===== src/rtl/mux_pkg.sv =====
`default_nettype none
// +----------------------------------------------------------------------------+
// | mux_pkg                                                                    |
// | Mode encodings and select-width helper shared by the N:1 mux slice.        |
// | Revision: 1.0                                                              |
// +----------------------------------------------------------------------------+
package mux_pkg;

    localparam logic MODE_STATIC = 1'b0;
    localparam logic MODE_RR     = 1'b1;

    // Channel-index width; never narrower than one bit.
    function automatic int calc_sw(input int n);
        return (n > 2) ? $clog2(n) : 1;
    endfunction

endpackage
`default_nettype wire


===== src/rtl/rr_arbiter.sv =====
`default_nettype none
// +----------------------------------------------------------------------------+
// | rr_arbiter                                                                 |
// | Rotating-priority arbiter: first requester after ptr, wrapping modulo N.   |
// | Revision: 1.0                                                              |
// +----------------------------------------------------------------------------+
module rr_arbiter #(
    parameter int N  = 4,
    parameter int SW = 2
) (
    input  logic [N-1:0]  req,
    input  logic [SW-1:0] ptr,
    output logic [N-1:0]  gnt,
    output logic [SW-1:0] gnt_idx,
    output logic          gnt_any
);

    // Scan from farthest to nearest so the nearest requester after ptr wins.
    always_comb begin
        gnt     = '0;
        gnt_idx = '0;
        gnt_any = 1'b0;
        for (int k = N; k >= 1; k--) begin
            if (req[(int'(ptr) + k) % N]) begin
                gnt                         = '0;
                gnt[(int'(ptr) + k) % N]    = 1'b1;
                gnt_idx                     = SW'((int'(ptr) + k) % N);
                gnt_any                     = 1'b1;
            end
        end
    end

endmodule
`default_nettype wire


===== src/rtl/mux_rr_nx1.sv =====
`default_nettype none
// +----------------------------------------------------------------------------+
// | mux_rr_nx1                                                                 |
// | N:1 registered mux with valid/ready, static or round-robin selection.      |
// | Optional packet hold (in_last + lock) when MUX_HOLD_EN is defined.         |
// | Revision: 1.0                                                              |
// +----------------------------------------------------------------------------+
module mux_rr_nx1
    import mux_pkg::*;
#(
    parameter int N  = 4,
    parameter int W  = 8,
    parameter int SW = calc_sw(N)
) (
    input  logic           clk,
    input  logic           rst,
    input  logic [N*W-1:0] in_data,
    input  logic [N-1:0]   in_valid,
`ifdef MUX_HOLD_EN
    input  logic [N-1:0]   in_last,
`endif
    output logic [N-1:0]   in_ready,
    input  logic           mode,
    input  logic [SW-1:0]  sel,
    output logic [W-1:0]   out_data,
    output logic [SW-1:0]  out_chan,
    output logic           out_valid,
    input  logic           out_ready
);

    logic [W-1:0]  r_out_data;
    logic [SW-1:0] r_out_chan;
    logic          r_out_valid;
    logic [SW-1:0] r_ptr;

    logic          w_load;
    logic [N-1:0]  w_rr_gnt;
    logic [SW-1:0] w_rr_idx;
    logic          w_rr_any;
    logic [N-1:0]  w_gnt;
    logic [SW-1:0] w_gnt_idx;
    logic          w_gnt_any;
    logic [W-1:0]  w_sel_data;

`ifdef MUX_HOLD_EN
    logic          r_lock;
    logic          w_gnt_last;
`endif

    assign w_load = !r_out_valid || out_ready;

    rr_arbiter #(
        .N  (N),
        .SW (SW)
    ) u_rr_arbiter (
        .req     (in_valid),
        .ptr     (r_ptr),
        .gnt     (w_rr_gnt),
        .gnt_idx (w_rr_idx),
        .gnt_any (w_rr_any)
    );

    always_comb begin
        w_gnt     = '0;
        w_gnt_idx = '0;
        w_gnt_any = 1'b0;
        if (mode == MODE_STATIC) begin
            // Out-of-range sel simply matches no channel.
            for (int i = 0; i < N; i++) begin
                if (sel == SW'(i) && in_valid[i]) begin
                    w_gnt[i]  = 1'b1;
                    w_gnt_idx = SW'(i);
                    w_gnt_any = 1'b1;
                end
            end
`ifdef MUX_HOLD_EN
        end else if (r_lock) begin
            // Mid-packet: only the channel that owns the packet may proceed.
            for (int i = 0; i < N; i++) begin
                if (r_ptr == SW'(i) && in_valid[i]) begin
                    w_gnt[i]  = 1'b1;
                    w_gnt_idx = SW'(i);
                    w_gnt_any = 1'b1;
                end
            end
`endif
        end else begin
            w_gnt     = w_rr_gnt;
            w_gnt_idx = w_rr_idx;
            w_gnt_any = w_rr_any;
        end
    end

    always_comb begin
        w_sel_data = '0;
        for (int i = 0; i < N; i++) begin
            if (w_gnt[i]) begin
                w_sel_data = w_sel_data | in_data[i*W +: W];
            end
        end
    end

`ifdef MUX_HOLD_EN
    assign w_gnt_last = |(w_gnt & in_last);
`endif

    // Held low during reset so no producer sees a phantom accept.
    assign in_ready = (w_load && !rst) ? w_gnt : '0;

    always_ff @(posedge clk or posedge rst) begin
        if (rst) begin
            r_out_data  <= '0;
            r_out_chan  <= '0;
            r_out_valid <= 1'b0;
            r_ptr       <= SW'(N - 1);
`ifdef MUX_HOLD_EN
            r_lock      <= 1'b0;
`endif
        end else if (w_load) begin
            if (w_gnt_any) begin
                r_out_data  <= w_sel_data;
                r_out_chan  <= w_gnt_idx;
                r_out_valid <= 1'b1;
                if (mode == MODE_RR) begin
                    r_ptr  <= w_gnt_idx;
`ifdef MUX_HOLD_EN
                    r_lock <= !w_gnt_last;
`endif
                end
            end else begin
                r_out_valid <= 1'b0;
            end
        end
    end

    assign out_data  = r_out_data;
    assign out_chan  = r_out_chan;
    assign out_valid = r_out_valid;

endmodule
`default_nettype wire

===== config.mk =====
export PLATFORM = sky130hd
export DESIGN_NAME = mux_rr_nx1
export DESIGN_NICKNAME = d
export VERILOG_FILES = /design/src/rtl/mux_pkg.sv /design/src/rtl/rr_arbiter.sv /design/src/rtl/mux_rr_nx1.sv
export SDC_FILE = /design/constraint.sdc
export NUM_CORES = 1
export LEC_CHECK = 0
export ABC_CLOCK_PERIOD_IN_PS = 3460
export CAP_MARGIN = 5
export CORE_UTILIZATION = 39
export CTS_CLUSTER_DIAMETER = 150
export DETAILED_ROUTE_END_ITERATION = 8
export PLACE_DENSITY = 0.77
export SLEW_MARGIN = 20
export SYNTH_ARGS = -nofsm -noshare
export SYNTH_HDL_FRONTEND = slang
export SYNTH_SLANG_ARGS = --single-unit
export TNS_END_PERCENT = 10

===== constraint.sdc =====
create_clock -name clk -period 3.46 [get_ports clk]
set_input_delay 0.519 -clock clk [delete_from_list [all_inputs] [get_ports clk]]
set_output_delay 0.519 -clock clk [all_outputs]
set_load 0.005 [all_outputs]

* Word level (Yosys, flattened, before mapping) *
Index checks and enable logic that the tools add are counted.

storage, ports and cells
  bits in registers = 13
  bits in latches = 0
  memory bits (writable) = 0
  ROM bits = 0
  output and inout port bits = 15
  logic and storage cells = 96
  memories = 0

operators by class
  add/sub/neg operators = 4
  multiply operators = 0
  div/mod/pow operators = 0
  $lt $le $gt $ge = 8
  equality and inequality tests = 3
  shift-type cells = 0
  multiplexer cells = 51
  bitwise operators = 7
  reductions and logical operators = 19

operators by type and width
  kind                 count
  $mux 8               4
  $mux 1               26
  $mux 4               6
  $or 8x8->8           3
  $lt 3x4->1 const B   4
  $mux 2               7
  $ge 3x1->1 const B   4
  $logic_and 1x1->1    9
  $bmux 1 s2           4
  $demux 1 s2          4
  $reduce_or 2->1      4
  $add 2x1->2 const B  2
  $add 2x2->2 const B  2
  $and 1x1->1 const A  4
  $eq 2x2->1 const B   2
  $reduce_and 3->1     1
  $eq 2x1->1 const B   1
  $logic_not 1->1      2
  $logic_not 2->1      1
  $reduce_and 2->1     1
  $logic_or 1x1->1     1

* Logic depth before layout (Yosys ltp) *
  depth after elaboration = 19
  depth in mapped cells = 9
  gate-level depth less buffers = 8

* Hierarchy *
From an unflattened synthesis, not the netlist that was laid out.

unflattened totals
  cells, all modules = 185
  area, all modules = 1551.5 µm²

by module, submodules not included
  module      instances  cells an instance  area each (µm²)  sequential area each (µm²)
  mux_rr_nx1  1          105                950.9            327.8
  rr_arbiter  1          80                 600.6            0.0

* Least setup slack after synthesis *
OpenSTA, ideal clock, no wires.

  path type = reg2out
  from = reg r_ptr[0]
  to = out in_ready[3]
  arrival = 2.968 ns
  slack = -0.027 ns
  stages on the path, launching flop included = 9
  path buffers = 1
  cells stage by stage = dfstp_2 -> buf_2 -> inv_1 -> ha_1 -> mux4_2 -> or4b_1 -> a22o_1 -> a21oi_4 -> and3_1

between the ends
  cells in the longest elaborated chain, start to end = 13

ends and longest elaborated chain
  element                                                         RTL line                            RTL
  start, declared                                                 mux_rr_nx1.sv:34                    logic [SW-1:0] r_ptr;
  start signal, assigned                                          mux_rr_nx1.sv:115                   r_ptr <= SW'(N - 1);
  start signal, assigned                                          mux_rr_nx1.sv:125                   r_ptr <= w_gnt_idx;
  $add 2x1->2                                                     rr_arbiter.sv:24, rr_arbiter.sv:26
  $reduce_or 2->1 (no source line)                                n/a
  $and 1x1->1 (no source line)                                    n/a
  $lt 3x4->1 (not written as such) or $ge 3x1->1 (tied branches)  rr_arbiter.sv:26                    gnt[(int'(ptr) + k) % N] = 1'b1;
  $logic_and 1x1->1 (not written as such)                         rr_arbiter.sv:26
  $mux 1 (not written as such)                                    rr_arbiter.sv:26
  $demux 1 s2                                                     n/a
  $mux 4 (3 in series)                                            rr_arbiter.sv:24                    if (req[(int'(ptr) + k) % N]) begin
  $mux 4 *                                                        rr_arbiter.sv:24
  $mux 4 *                                                        mux_rr_nx1.sv:67                    if (mode == MODE_STATIC) begin
  $mux 4 *                                                        mux_rr_nx1.sv:108                   assign in_ready = (w_load && !rst) ? w_gnt : '0;
  end, declared                                                   mux_rr_nx1.sv:22                    output logic [N-1:0] in_ready,

Mark *: on every way between the ends. The rest lies on a longest branch, timed or not. The select of a mux whose other input is x is not followed.

* Worst setup path after layout *
  from = reg r_ptr[0]
  to = out in_ready[0]

The elaborated chain is that of the path after synthesis.

==> out/qor_table.md <==
| Item | Value | Unit |
|---|---|---|
| Detailed-route vias per instance | 5.48 | - |
| Kind of cell adding the most delay to the critical path | compound AO/OA/AOI/OAI gates | - |
| Clock insertion delay at the later pin of the skew report | 0.28 | ns |
| Type of the setup path with the least slack | reg -> out | - |
| Num rows | 21 | - |
| Leak pwr | 0.924 | nW |
| Via count of the first global-routing pass | 1447 | - |
| Post-route clock skew | 0.00840 | ns |
| Storage element area | 328 | um2 |
| Number of detailed-routing iterations run before antenna repair | 4 | - |
| Total core area | 3360 | um2 |
| IO Pins | 57 | - |
| Clock transition at the registers of the reported paths | 0.08 | ns |
| Via count | 1649 | - |
| Routed length per placed instance | 14.2 | um |
| Clock H-tree levels | 1 | - |
| Detail Route Antenna Nets | 0 | - |
| First-pass GRT wire length | 6580 | um |
| Path category of the worst min-delay check | reg -> reg | - |
| Number of synthesized register bits | 13 | - |
| Async set-or-reset flop fraction in the synthesized netlist | 1.00 | - |
| Number of buffers created by CTS | 3 | - |
| Last weighted congestion value of the routability-driven placer | 0.849 | - |
| Number of distinct library cell variants in the gate-level netlist after synthesis | 40 | - |
| Initial cell density of the core | 0.413 | - |
| Yosys warns | 0 | - |
| Part of the cycle the worst path needs | 0.966 | - |
| Largest fanout on the critical path | 6 | - |
| Setup-violating endpoint count in the final report | 0 | - |
| Total DRC errors in the routed layout | 0 | - |
| Final HPWL DP | 3290 | um |
| Commonest cells after routing, fill and taps aside | 54 x clkdlybuf4s50_1, 26 x buf_4, 21 x o21ai_0, 19 x nor2_1, 16 x nand2_1 | - |
| Post-synthesis net count | 225 | - |
| Predominant post-synthesis flop cell | dfrtp_1 | - |
| Transition time at the pin with the least slew margin | 0.456 | ns |
| Hold_buf cts | 0 | - |
| Port buffer count | 56 | - |
| Cell types with the largest area share after synthesis | dfrtp_1 20%, o21ai_0 7.6%, ha_1 6.3% | - |
| Most common cell after layout, fill and taps aside | clkdlybuf4s50_1 | - |
| Number of nets at the end of the flow | 305 | - |
| Number of filler cells placed in the layout | 331 | - |
| Clock sinks | 13 | - |
| Share of final-layout standard cells stronger than drive strength 1 | 0.184 | - |
| Antenna violations before repair | 0 | - |
| Slew Limit Headroom | 0.692 | - |
| Count of non-filler cells in the finished layout | 301 | - |
| Clk root buf | clkbuf_4 | - |
| Global route total overflow | 0 | - |
| Synthesis-to-layout area growth | 59.2 | % |
| Shortest period the worst path allows | 3.34 | ns |
| R2R Setup Slk | 0.45 | ns |
| Max cap viols | 0 | - |
| Data required time at the worst endpoint | 2.94 | ns |
| CP max stage delay | 0.54 | ns |
| Met1 demand-to-capacity share in global routing | 0.288 | - |
| VDD IR-drop max | 0.390 | mV |
| Combined buffer and inverter count along the critical path | 3 | - |
| Post-synthesis sequential area ratio | 0.236 | - |
| PwrDens | 633 | nW/um2 |
| Run status | complete, no violations | - |
| Cell with the biggest individual delay on the critical path | dfstp_2 | - |
| Overall global routing resource usage | 0.234 | - |
| Fmax | 0.299 | GHz |
| Number of hold violations in the final report | 0 | - |
| Setup repair after global routing missed its margin | yes | - |
| Overall die height | 61.7 | um |
| Max-slew violation count | 0 | - |
| Number of DRC markers after the initial detailed-route iteration | 86 | - |
| Largest area contributor in the synthesized netlist | dfrtp_1 | - |
| Area share of the largest cell type after synthesis | 0.198 | - |
| Met2 Use GR | 0.425 | - |
| Clock tree from TritonCTS | yes | - |
| N_diodes | 0 | - |
| Total Power Consumption | 1.40 | mW |
| Startpoint Class | flip-flop | - |
| Buffers from clock root to sink, at most | 2 | - |
| Average cell area after synthesis | 7.88 | um2 |
| Combined area of the multi-input logic cells | 980 | um2 |
| Die width | 61.7 | um |
| Netlist area before placement | 1390 | um2 |
| Die outline area | 3800 | um2 |
| Final WL | 4280 | um |
| Placed insts | 296 | - |
| Maximum number of pins on one net before global-route repair | 19 | - |
| WP data arrival | 2.82 | ns |
| Layer carrying the most global-route usage | met2 | - |
| Gate Count Post-Synth | 176 | - |
| Number of enable-type register cells in the synthesized netlist | 0 | - |
| Global Route met3 Usage | 0.0504 | - |
| CP Cell Sequence | inv_1 -> ha_4 -> mux4_2 -> buf_4 -> a2111oi_2 -> o221ai_1 -> a21oi_1 -> dlygate4sd2_1 | - |
| Crit path capture type | primary output | - |
==> area by class of cell <==
class                           count  area share
Tap cell                           46      0.0261
Inverter                           15      0.0255
Sequential cell                    13       0.148
Clock buffer                        4      0.0119
Multi-Input combinational cell    140       0.444
Timing Repair Buffer               83       0.344
==> cell usage after synthesis, types with 2 or more instances <==
cell type / count
a221oi_1: 8
a211oi_1: 4
nand2b_1: 3
ha_1: 7
o21ai_0: 21
nor3_1: 2
o211ai_1: 2
nor2_1: 19
nand2_1: 16
nor2b_1: 5
mux2i_1: 4
mux4_1: 2
dfstp_2: 2
a21o_1: 2
a31oi_1: 10
inv_1: 15
a21oi_1: 10
clkbuf_1: 6
mux2_2: 7
dfrtp_1: 11
==> per-layer routing <==
metal | share of wire | up-vias
met5 | 0 | -
met3 | 0.055 | 0
li1 | - | 812
met1 | 0.44 | 793
met2 | 0.51 | 44
met4 | 0 | 0
==> cell families after synthesis <==
logic type | after synthesis | share of synthesized area
AO/OA/AOI/OAI | 67 | 0.317
adder cells (fa/ha/maj) | 7 | 0.0631
buffers and inverters | 23 | 0.0685
AND/OR/NAND/NOR | 52 | 0.176
multiplexers | 14 | 0.140
flip-flops | 13 | 0.236
==> metrics by stage <==
step	instance area (um2)	hold slack [ns]	setup slack (ns)	utilization	setup TNS [ns]
3_5_place_dp	2170	0.495	-0.0773	0.647	-0.110
5_1_grt	2210	0.544	-0.00111	0.657	-0.00111
2_1_floorplan	1400	0.408	0.0469	-	0
3_3_place_gp	2170	0.490	-0.0515	0.647	-0.0554
6_report	2210	0.506	0.118	0.657	0
4_1_cts	2210	0.513	0.00442	0.658	0
==> final timing paths <==
path / depth (start not counted) / start / end
worst min-delay path: 1 / out_chan[1] / out_chan[1]
max in group asynchronous: 3 / rst / r_ptr[0]
worst max register to register: 11 / r_ptr[0] / out_data[2]
min in group asynchronous: 3 / rst / out_data[1]
worst min register to register: 1 / out_chan[1] / out_chan[1]
worst max-delay path: 8 / r_ptr[0] / in_ready[0]
==> power by group <==
group          internal, mW  total, mW  switching [mW]
Combinational         0.550       1.04           0.490
Clock                0.0448     0.0970          0.0522
Sequential            0.228      0.261          0.0328
Total                 0.823       1.40           0.575
==> state kept, by name, summed over array words and instances, names as in the netlist <==
name       flops
out_data       8
out_chan       2
r_ptr          2
out_valid      1
==> timing repair <==
| item | 4_1_cts | 5_1_grt |
|---|---|---|
| pin swaps | 3 | 1 |
| resized for setup | 5 | 3 |
| setup endpoints to repair | 2 | 3 |
| setup buffers | 1 | 0 |
| endpoints found under the hold margin | 0 | 0 |
No activity file was read; power rests on OpenSTA's default activity.
